$ cat config.mk
export PLATFORM = sky130hd
export DESIGN_NAME = exibe_sequencia_exp7
export DESIGN_NICKNAME = d
export VERILOG_FILES = /design/src/rtl/exp7_pkg.sv /design/src/rtl/contador_m.sv /design/src/rtl/exibe_sequencia_exp7.sv
export SDC_FILE = /design/constraint.sdc
export NUM_CORES = 1
export LEC_CHECK = 0
export CORE_ASPECT_RATIO = 1.5
export CORE_UTILIZATION = 50
export CTS_CLUSTER_SIZE = 14
export DETAILED_ROUTE_END_ITERATION = 10
export DONT_BUFFER_PORTS = 1
export SETUP_SLACK_MARGIN = 0.15
export SLEW_MARGIN = 10
export SYNTH_ARGS = -nofsm -noshare
export SYNTH_HDL_FRONTEND = slang
export SYNTH_HIERARCHICAL = 1
export SYNTH_SLANG_ARGS = --single-unit
$ cat constraint.sdc
create_clock -name clock -period 2.8 [get_ports clock]
set_input_delay 0.42 -clock clock [delete_from_list [all_inputs] [get_ports clock]]
set_output_delay 0.42 -clock clock [all_outputs]
set_load 0.02 [all_outputs]
$ cat src/rtl/exp7_pkg.sv
// Shared state encoding for the memory-game sequence presenter.
package exp7_pkg;

  localparam logic [3:0] S_OCIOSO  = 4'd0;
  localparam logic [3:0] S_CARREGA = 4'd1;
  localparam logic [3:0] S_ACENDE  = 4'd2;
  localparam logic [3:0] S_APAGA   = 4'd3;
  localparam logic [3:0] S_PROXIMO = 4'd4;
  localparam logic [3:0] S_FIM     = 4'd5;

  // Debug code shown when the state register holds an unused value
  localparam logic [3:0] DB_INVALIDO = 4'hF;

endpackage

$ cat src/rtl/contador_m.sv
// Generic modulo-M up counter with synchronous clear (priority) and enable.
module contador_m #(
  parameter int W = 4,
  parameter int M = 16
) (
  input  logic         clock,
  input  logic         reset,
  input  logic         zera,
  input  logic         conta,
  output logic [W-1:0] Q,
  output logic         fim
);

  logic [W-1:0] r_q;

  always_ff @(posedge clock or negedge reset) begin
    if (!reset) begin
      r_q <= '0;
    end else if (zera) begin
      r_q <= '0;
    end else if (conta) begin
      if (r_q == W'(M - 1)) r_q <= '0;
      else                  r_q <= r_q + 1'b1;
    end
  end

  assign Q   = r_q;
  assign fim = (r_q == W'(M - 1));

endmodule

$ cat src/rtl/exibe_sequencia_exp7.sv
// Shows the stored sequence on the LEDs (on-time then dark gap per value) and
// pulses pronto after the last address of the round has been shown.
module exibe_sequencia_exp7
  import exp7_pkg::*;
#(
  parameter int ADDR_W = 4,
  parameter int DATA_W = 4,
  parameter int T_ON   = 500,
  parameter int T_OFF  = 250
) (
  input  logic              clock,
  input  logic              reset,
  input  logic              iniciar,
  input  logic [ADDR_W-1:0] ultimo_endereco,
  input  logic [DATA_W-1:0] mem_dado,
  output logic [ADDR_W-1:0] mem_endereco,
  output logic [DATA_W-1:0] leds,
  output logic              exibindo,
  output logic              pronto,
  output logic [3:0]        db_estado
);

  localparam int T_MAX = (T_ON > T_OFF) ? T_ON : T_OFF;
  localparam int TW    = (T_MAX > 1) ? $clog2(T_MAX) : 1;

  logic [3:0]        r_estado;
  logic [3:0]        w_prox;
  logic [ADDR_W-1:0] r_ultimo;
  logic [DATA_W-1:0] r_leds;
  logic [ADDR_W-1:0] w_addr;
  logic              w_addr_fim;
  logic              w_addr_zera;
  logic              w_addr_conta;
  logic [TW-1:0]     w_tmr;
  logic              w_tmr_fim;
  logic              w_tmr_zera;
  logic              w_tmr_conta;
  logic              w_tmr_done;
  logic              w_ultimo;

  // Both counters saturate at their modulus limit instead of wrapping
  assign w_addr_zera  = (r_estado == S_OCIOSO) && iniciar;
  assign w_addr_conta = (r_estado == S_PROXIMO) && !w_addr_fim;

  contador_m #(.W(ADDR_W), .M(2 ** ADDR_W)) u_endereco (
    .clock (clock),
    .reset (reset),
    .zera  (w_addr_zera),
    .conta (w_addr_conta),
    .Q     (w_addr),
    .fim   (w_addr_fim)
  );

  always_comb begin
    w_tmr_done = 1'b0;
    case (r_estado)
      S_ACENDE: w_tmr_done = (w_tmr == TW'(T_ON - 1));
      S_APAGA:  w_tmr_done = (w_tmr == TW'(T_OFF - 1));
      default:  w_tmr_done = 1'b0;
    endcase
  end

  assign w_tmr_zera  = (r_estado == S_CARREGA) || ((r_estado == S_ACENDE) && w_tmr_done);
  assign w_tmr_conta = ((r_estado == S_ACENDE) || (r_estado == S_APAGA)) && !w_tmr_fim;

  contador_m #(.W(TW), .M(T_MAX)) u_timer (
    .clock (clock),
    .reset (reset),
    .zera  (w_tmr_zera),
    .conta (w_tmr_conta),
    .Q     (w_tmr),
    .fim   (w_tmr_fim)
  );

  assign w_ultimo = (w_addr == r_ultimo);

  always_comb begin
    w_prox = S_OCIOSO;
    case (r_estado)
      S_OCIOSO:  w_prox = iniciar ? S_CARREGA : S_OCIOSO;
      S_CARREGA: w_prox = S_ACENDE;
      S_ACENDE:  w_prox = w_tmr_done ? S_APAGA : S_ACENDE;
      S_APAGA:   w_prox = w_tmr_done ? (w_ultimo ? S_FIM : S_PROXIMO) : S_APAGA;
      S_PROXIMO: w_prox = S_CARREGA;
      S_FIM:     w_prox = S_OCIOSO;
      default:   w_prox = S_OCIOSO;
    endcase
  end

  always_ff @(posedge clock or negedge reset) begin
    if (!reset) begin
      r_estado <= S_OCIOSO;
      r_ultimo <= '0;
      r_leds   <= '0;
    end else begin
      r_estado <= w_prox;
      if ((r_estado == S_OCIOSO) && iniciar) r_ultimo <= ultimo_endereco;
      if (r_estado == S_CARREGA)                     r_leds <= mem_dado;
      else if ((r_estado == S_ACENDE) && w_tmr_done) r_leds <= '0;
    end
  end

  always_comb begin
    db_estado = DB_INVALIDO;
    case (r_estado)
      S_OCIOSO, S_CARREGA, S_ACENDE, S_APAGA, S_PROXIMO, S_FIM: db_estado = r_estado;
      default: db_estado = DB_INVALIDO;
    endcase
  end

  assign mem_endereco = w_addr;
  assign leds         = r_leds;
  assign exibindo     = (r_estado != S_OCIOSO);
  assign pronto       = (r_estado == S_FIM);

endmodule

**After elaboration in Yosys (flattened, before gate mapping)**

Index checks and enable logic that the tools add are counted.

- Flip-flop bits (word level): 25
- Logic and storage cells: 45
- Bits of input ports: 11

- Muxes and demuxes: 15
- $add $sub $neg: 2
- Reductions and logical operators: 14
- Equality and inequality tests: 9

Operators by type and width:

| operator | count |
|---|---|
| two-way mux 9 bit | 3 |
| two-way mux 4 bit | 6 |
| one-hot mux 3 bit (5 select lines) | 1 |
| adder 9 x 1 -> 9 bit, second input constant | 1 |
| == test 9 x 8 -> 1 bit, second input constant | 1 |
| == test 9 bit, second input constant | 1 |
| == test 4 x 2 -> 1 bit, second input constant | 2 |
| == test 4 x 3 -> 1 bit, second input constant | 2 |
| nonzero test 2 bit | 3 |
| OR reduction 6 bit | 1 |
| adder 4 x 1 -> 4 bit, second input constant | 1 |
| == test 4 x 1 -> 1 bit, second input constant | 1 |
| == test 4 bit | 1 |
| == test 4 bit, second input constant | 1 |
| logical AND 1 bit | 4 |
| logical NOT 4 bit | 1 |
| nonzero test 4 bit | 1 |
| two-way mux 1 bit | 3 |
| two-way mux 3 bit | 1 |
| logical NOT 1 bit | 2 |
| logical OR 1 bit | 2 |
| one-hot mux 1 bit (2 select lines) | 1 |

**Depth between registers and ports, before layout**

- Word-level depth: 5
- Gate-level depth with buffers: 8
- Depth with buffers taken out: 7

**Hierarchy**

Netlist, hierarchy kept.

By module, submodules not included:

| module | area an instance (µm²) | cells each | sequential area each (µm²) | times used |
|---|---|---|---|---|
| exibe_sequencia_exp7 | 661.9 | 61 | 275.3 | 1 |
| contador_m at u_timer | 528.0 | 54 | 225.2 | 1 |
| contador_m at u_endereco | 206.4 | 20 | 100.1 | 1 |

**Worst setup path after synthesis**

OpenSTA, ideal clock, no wires.

- Path kind: flip-flop to flip-flop
- Start: register u_timer.r_q[4] (netlist: u_timer/Q[4])
- End: register u_timer.r_q[6] (netlist: u_timer/Q[6])
- Period minus slack after synthesis: 1.965 ns
- Library setup time: 0.077 ns
- Path slack: 0.835 ns
- Buffers on the path: 1
- Required time: 2.723 ns
- Cell stages (with the launch flop): 9
- Data arrival time: 1.887 ns
- Cells stage by stage: dfrtp_1 > nand4_1 > nor3b_1 > nand4b_1 > a21oi_1 > buf_6 > o2111ai_2 > or3_1 > a21oi_1

- Cells in the longest elaborated chain, start to end: 5

Ends and longest elaborated chain:

| what | RTL line | RTL |
|---|---|---|
| start: declaration | contador_m.sv:14 | `logic [W-1:0] r_q;` |
| start signal: assignment | contador_m.sv:23 | `else r_q <= r_q + 1'b1;` |
| == test 9 x 8 -> 1 bit or == test 9 bit (tied branches) | exibe_sequencia_exp7.sv:58, exibe_sequencia_exp7.sv:57 |  |
| one-hot mux 1 bit (2 select lines) * | exibe_sequencia_exp7.sv:56 | `case (r_estado)` |
| logical AND 1 bit * | exibe_sequencia_exp7.sv:63 | `assign w_tmr_zera = (r_estado == S_CARREGA) \|\| ((r_estado == S_ACENDE) && w_tmr_done);` |
| logical OR 1 bit * | exibe_sequencia_exp7.sv:63 |  |
| via w_tmr_zera | exibe_sequencia_exp7.sv:36 | `logic w_tmr_zera;` |
| two-way mux 9 bit or nonzero test 2 bit (tied branches) | - |  |

Mark *: on every way through the listed nets, which the timed path passes. The rest lies on a longest branch. The select of a mux whose other input is x is not followed.
A chain may end at the register's enable or synchronous reset.

**Final worst setup path**

- Start: register u_timer.r_q[4] (netlist: u_timer/Q[4])
- End: register u_timer.r_q[8] (netlist: u_timer/Q[8])

The elaborated chain is that of the path after synthesis.

==> results.toml <==
[outcome]
run_status = "completed"

[finish]
final_common_cell = "dfrtp_1"
regArea_um2 = 601
final_nets = 155
fill_cells = 247
most-common-layout-cells = "dfrtp_1 (24), nor2_1 (11), a21oi_1 (8), mux2_2 (8), nand2_1 (7)"
area_delta_synth_final_pct = 9.23
drive_gt1_frac = 0.207
antennaDiodeCount = 0
multi_input_area_um2 = 747

[detailed_routing]
wl_per_cell_um = 15.6
first_pass_iters = 4
route.vias.total = 1053
routed_via_density = 5.95
drtAntennaViolNets = 0
drt_iter0_markers = 29
finalWirelength_um = 2760
drc = 0

[worst_setup_path]
worst-path-max-fanout = 6
worst-setup-path-type = "reg2reg"
r2r_cells = 7
critPathLaunchType = "flip-flop"
crit_path_top_delay_cell = "dfrtp_1"
path_cells = "nand4_1 > nor3b_1 > nand4b_1 > a21oi_1 > o2111ai_2 > or3_1 > a21oi_1"
worstPathRequired_ns = 2.99
cp_common_cell = "a21oi_1"
crit_path_end_kind = "flip-flop"
max_stage_delay_ns = 0.46
cp.arrival_ns = 2.61

[sta]
tightest_slew_ns = 0.483
setup-tns-final_ns = 0
post-route-period-util = 0.863
hold_violations = 0
slew_viol_final = 0
fin_worst_skew_ns = 0.00222
rsz0062_at_grt = "false"
max_freq_ghz = 0.414
max_slew_margin = 0.677
worst_hold_slack_ns = 0.304
period_minus_slack_ns = 2.42
finalSetupViolCount = 0

[logic_synthesis]
synth_cell_types = 46
synth_ff_type = "dfrtp_1"
avgSynthCellArea_um2 = 10.3
synth_edf_count = 0
synth_xor_area_frac = 0.0439
synth_top_family_by_area = "simple AND/OR/NAND/NOR gates"
synthMuxAreaShare = 0.0896
ys_seq_area_frac = 0.430
ys_ff_latch = 24
yosysWarnings = 6
synth_adder_area_share = 0.0179
synth.cell_area_um2 = 1400
synth-async-reset-ratio = 1.00
postSynthCellCount = 135
synth.net_count = 148
synth_compound_area_frac = 0.151
yosys.area_share.simple = 0.233

[min_path]
worstHoldPathCells = 1
hold_class = "in2reg"

[clock_tree]
numCtsBuffers = 3
cts_buffer_depth = 2
cts_tree = "done"
cts.sinks = 24
clock_latency_ns = 0.26
cts_max_level = 1
cts_root_buffer = "clkbuf_8"
clk_transition_reported_paths_ns = 0.08
postCtsResizedCells = 0

[global_routing]
track_usage = 0.210
antenna_found_initial = 0
grt_overflow_total = 0
grt_pass1_vias = 1117
grt_max_degree = 25
grt_first_pass_wirelength_um = 4690

[place]
portBuffers = 0
place_hpwl_um = 2080
place_congestion = 0.863

[pwr]
ir_drop_uv = 277
power.density_nw_per_um2 = 395
leakage_nw = 0.631
p_total_mw = 0.602

[floorplan]
ios = 25
die_x_um = 45.2
core_area_um2 = 2650
fp-row-count = 23
start_util = 0.527
die-area_um2 = 3010
die_h_um = 66.7

[job]
maxCapViolCount = 0
[kinds of logic after synthesis]
| group | count (synthesis) |
|---|---|
| adder cells (fa/ha/maj) | 2 |
| AND/OR/NAND/NOR | 51 |
| AO/OA/AOI/OAI | 30 |
| multiplexers | 11 |
| XOR/XNOR | 7 |
| flip-flops | 24 |
| buffers and inverters | 10 |
[registers in the layout (all words and copies together) (netlist names)]
signal	flops
r_estado	3
r_ultimo	4
u_timer/Q	9
u_endereco/Q	4
leds	4
[critical path, delay by kind of cell (launching register included)]
family	cells	cell delay (ns)
AO/OA/AOI/OAI	3	0.83
flip-flops	1	0.46
AND/OR/NAND/NOR	4	1.05
[worst paths after layout]
check                                          from                     endpoint  slack (ns)
max                        u_timer/Q[4]$_DFFE_PN0P_     u_timer/Q[8]$_DFFE_PN0P_        0.38
min                              ultimo_endereco[2]      r_ultimo[2]$_DFFE_PN0P_        0.30
max reg2reg                u_timer/Q[4]$_DFFE_PN0P_     u_timer/Q[8]$_DFFE_PN0P_        0.38
min reg2reg                 r_ultimo[2]$_DFFE_PN0P_      r_ultimo[2]$_DFFE_PN0P_        0.54
max in group asynchronous                     reset  u_endereco/Q[3]$_DFFE_PN0P_        2.08
min in group asynchronous                     reset     u_timer/Q[5]$_DFFE_PN0P_        0.58
[power breakdown]
group	leakage, nW	switching (mW)	internal [mW]
clock network	0.0216	0.101	0.0960
registers	0.297	0.0180	0.355
logic	0.312	0.0144	0.0176
total	0.631	0.134	0.469
[cell type report]
cell class	count	area share
well taps	37	0.0304
inverters	4	0.00984
multi-input cells	101	0.490
clock buffers	3	0.0271
flip-flops and latches	24	0.394
repair buffers	8	0.0492
[stage by stage]
stage	area (um2)	instances	util	worst slack, ns
after floorplan	1400	135	-	0.835
after global placement	1450	172	0.549	0.464
after detailed placement	1450	172	0.549	0.415
after CTS	1530	177	0.576	0.399
after global routing	1530	177	0.576	0.230
final	1530	177	0.576	0.383
[cells in the mapped netlist, types with 2 or more instances]
cell type	count	area share
nand2b_1	3	0.013
nor2_1	11	0.030
o21ai_0	6	0.022
xnor2_1	4	0.025
dfrtp_1	24	0.43
nand3_1	2	0.0072
a21oi_1	8	0.029
mux2i_1	2	0.014
mux2_2	8	0.065
or3_1	5	0.022
inv_1	4	0.011
nand2_1	7	0.019
a22o_1	4	0.025
clkbuf_1	4	0.011
or3b_1	2	0.013
a31oi_1	2	0.0090
nor2b_1	3	0.013
nand4_1	4	0.018
xor2_1	3	0.019
ha_1	2	0.018
nor3b_1	2	0.011
[timing repair]
action                    in CTS  in global routing
hold endpoints to repair      24                  0
setup buffers                  0                  0
hold buffers                   2                  0
[per-layer routing]
layer  wire length (um)  global-route usage  up-vias
met5                  0                   0        -
met4                 20              0.0682        0
met3                 96              0.0298        2
met2               1490               0.389       23
met1               1160               0.234      527
li1                   -                   -      501
Power figures use the tool's default switching activity.
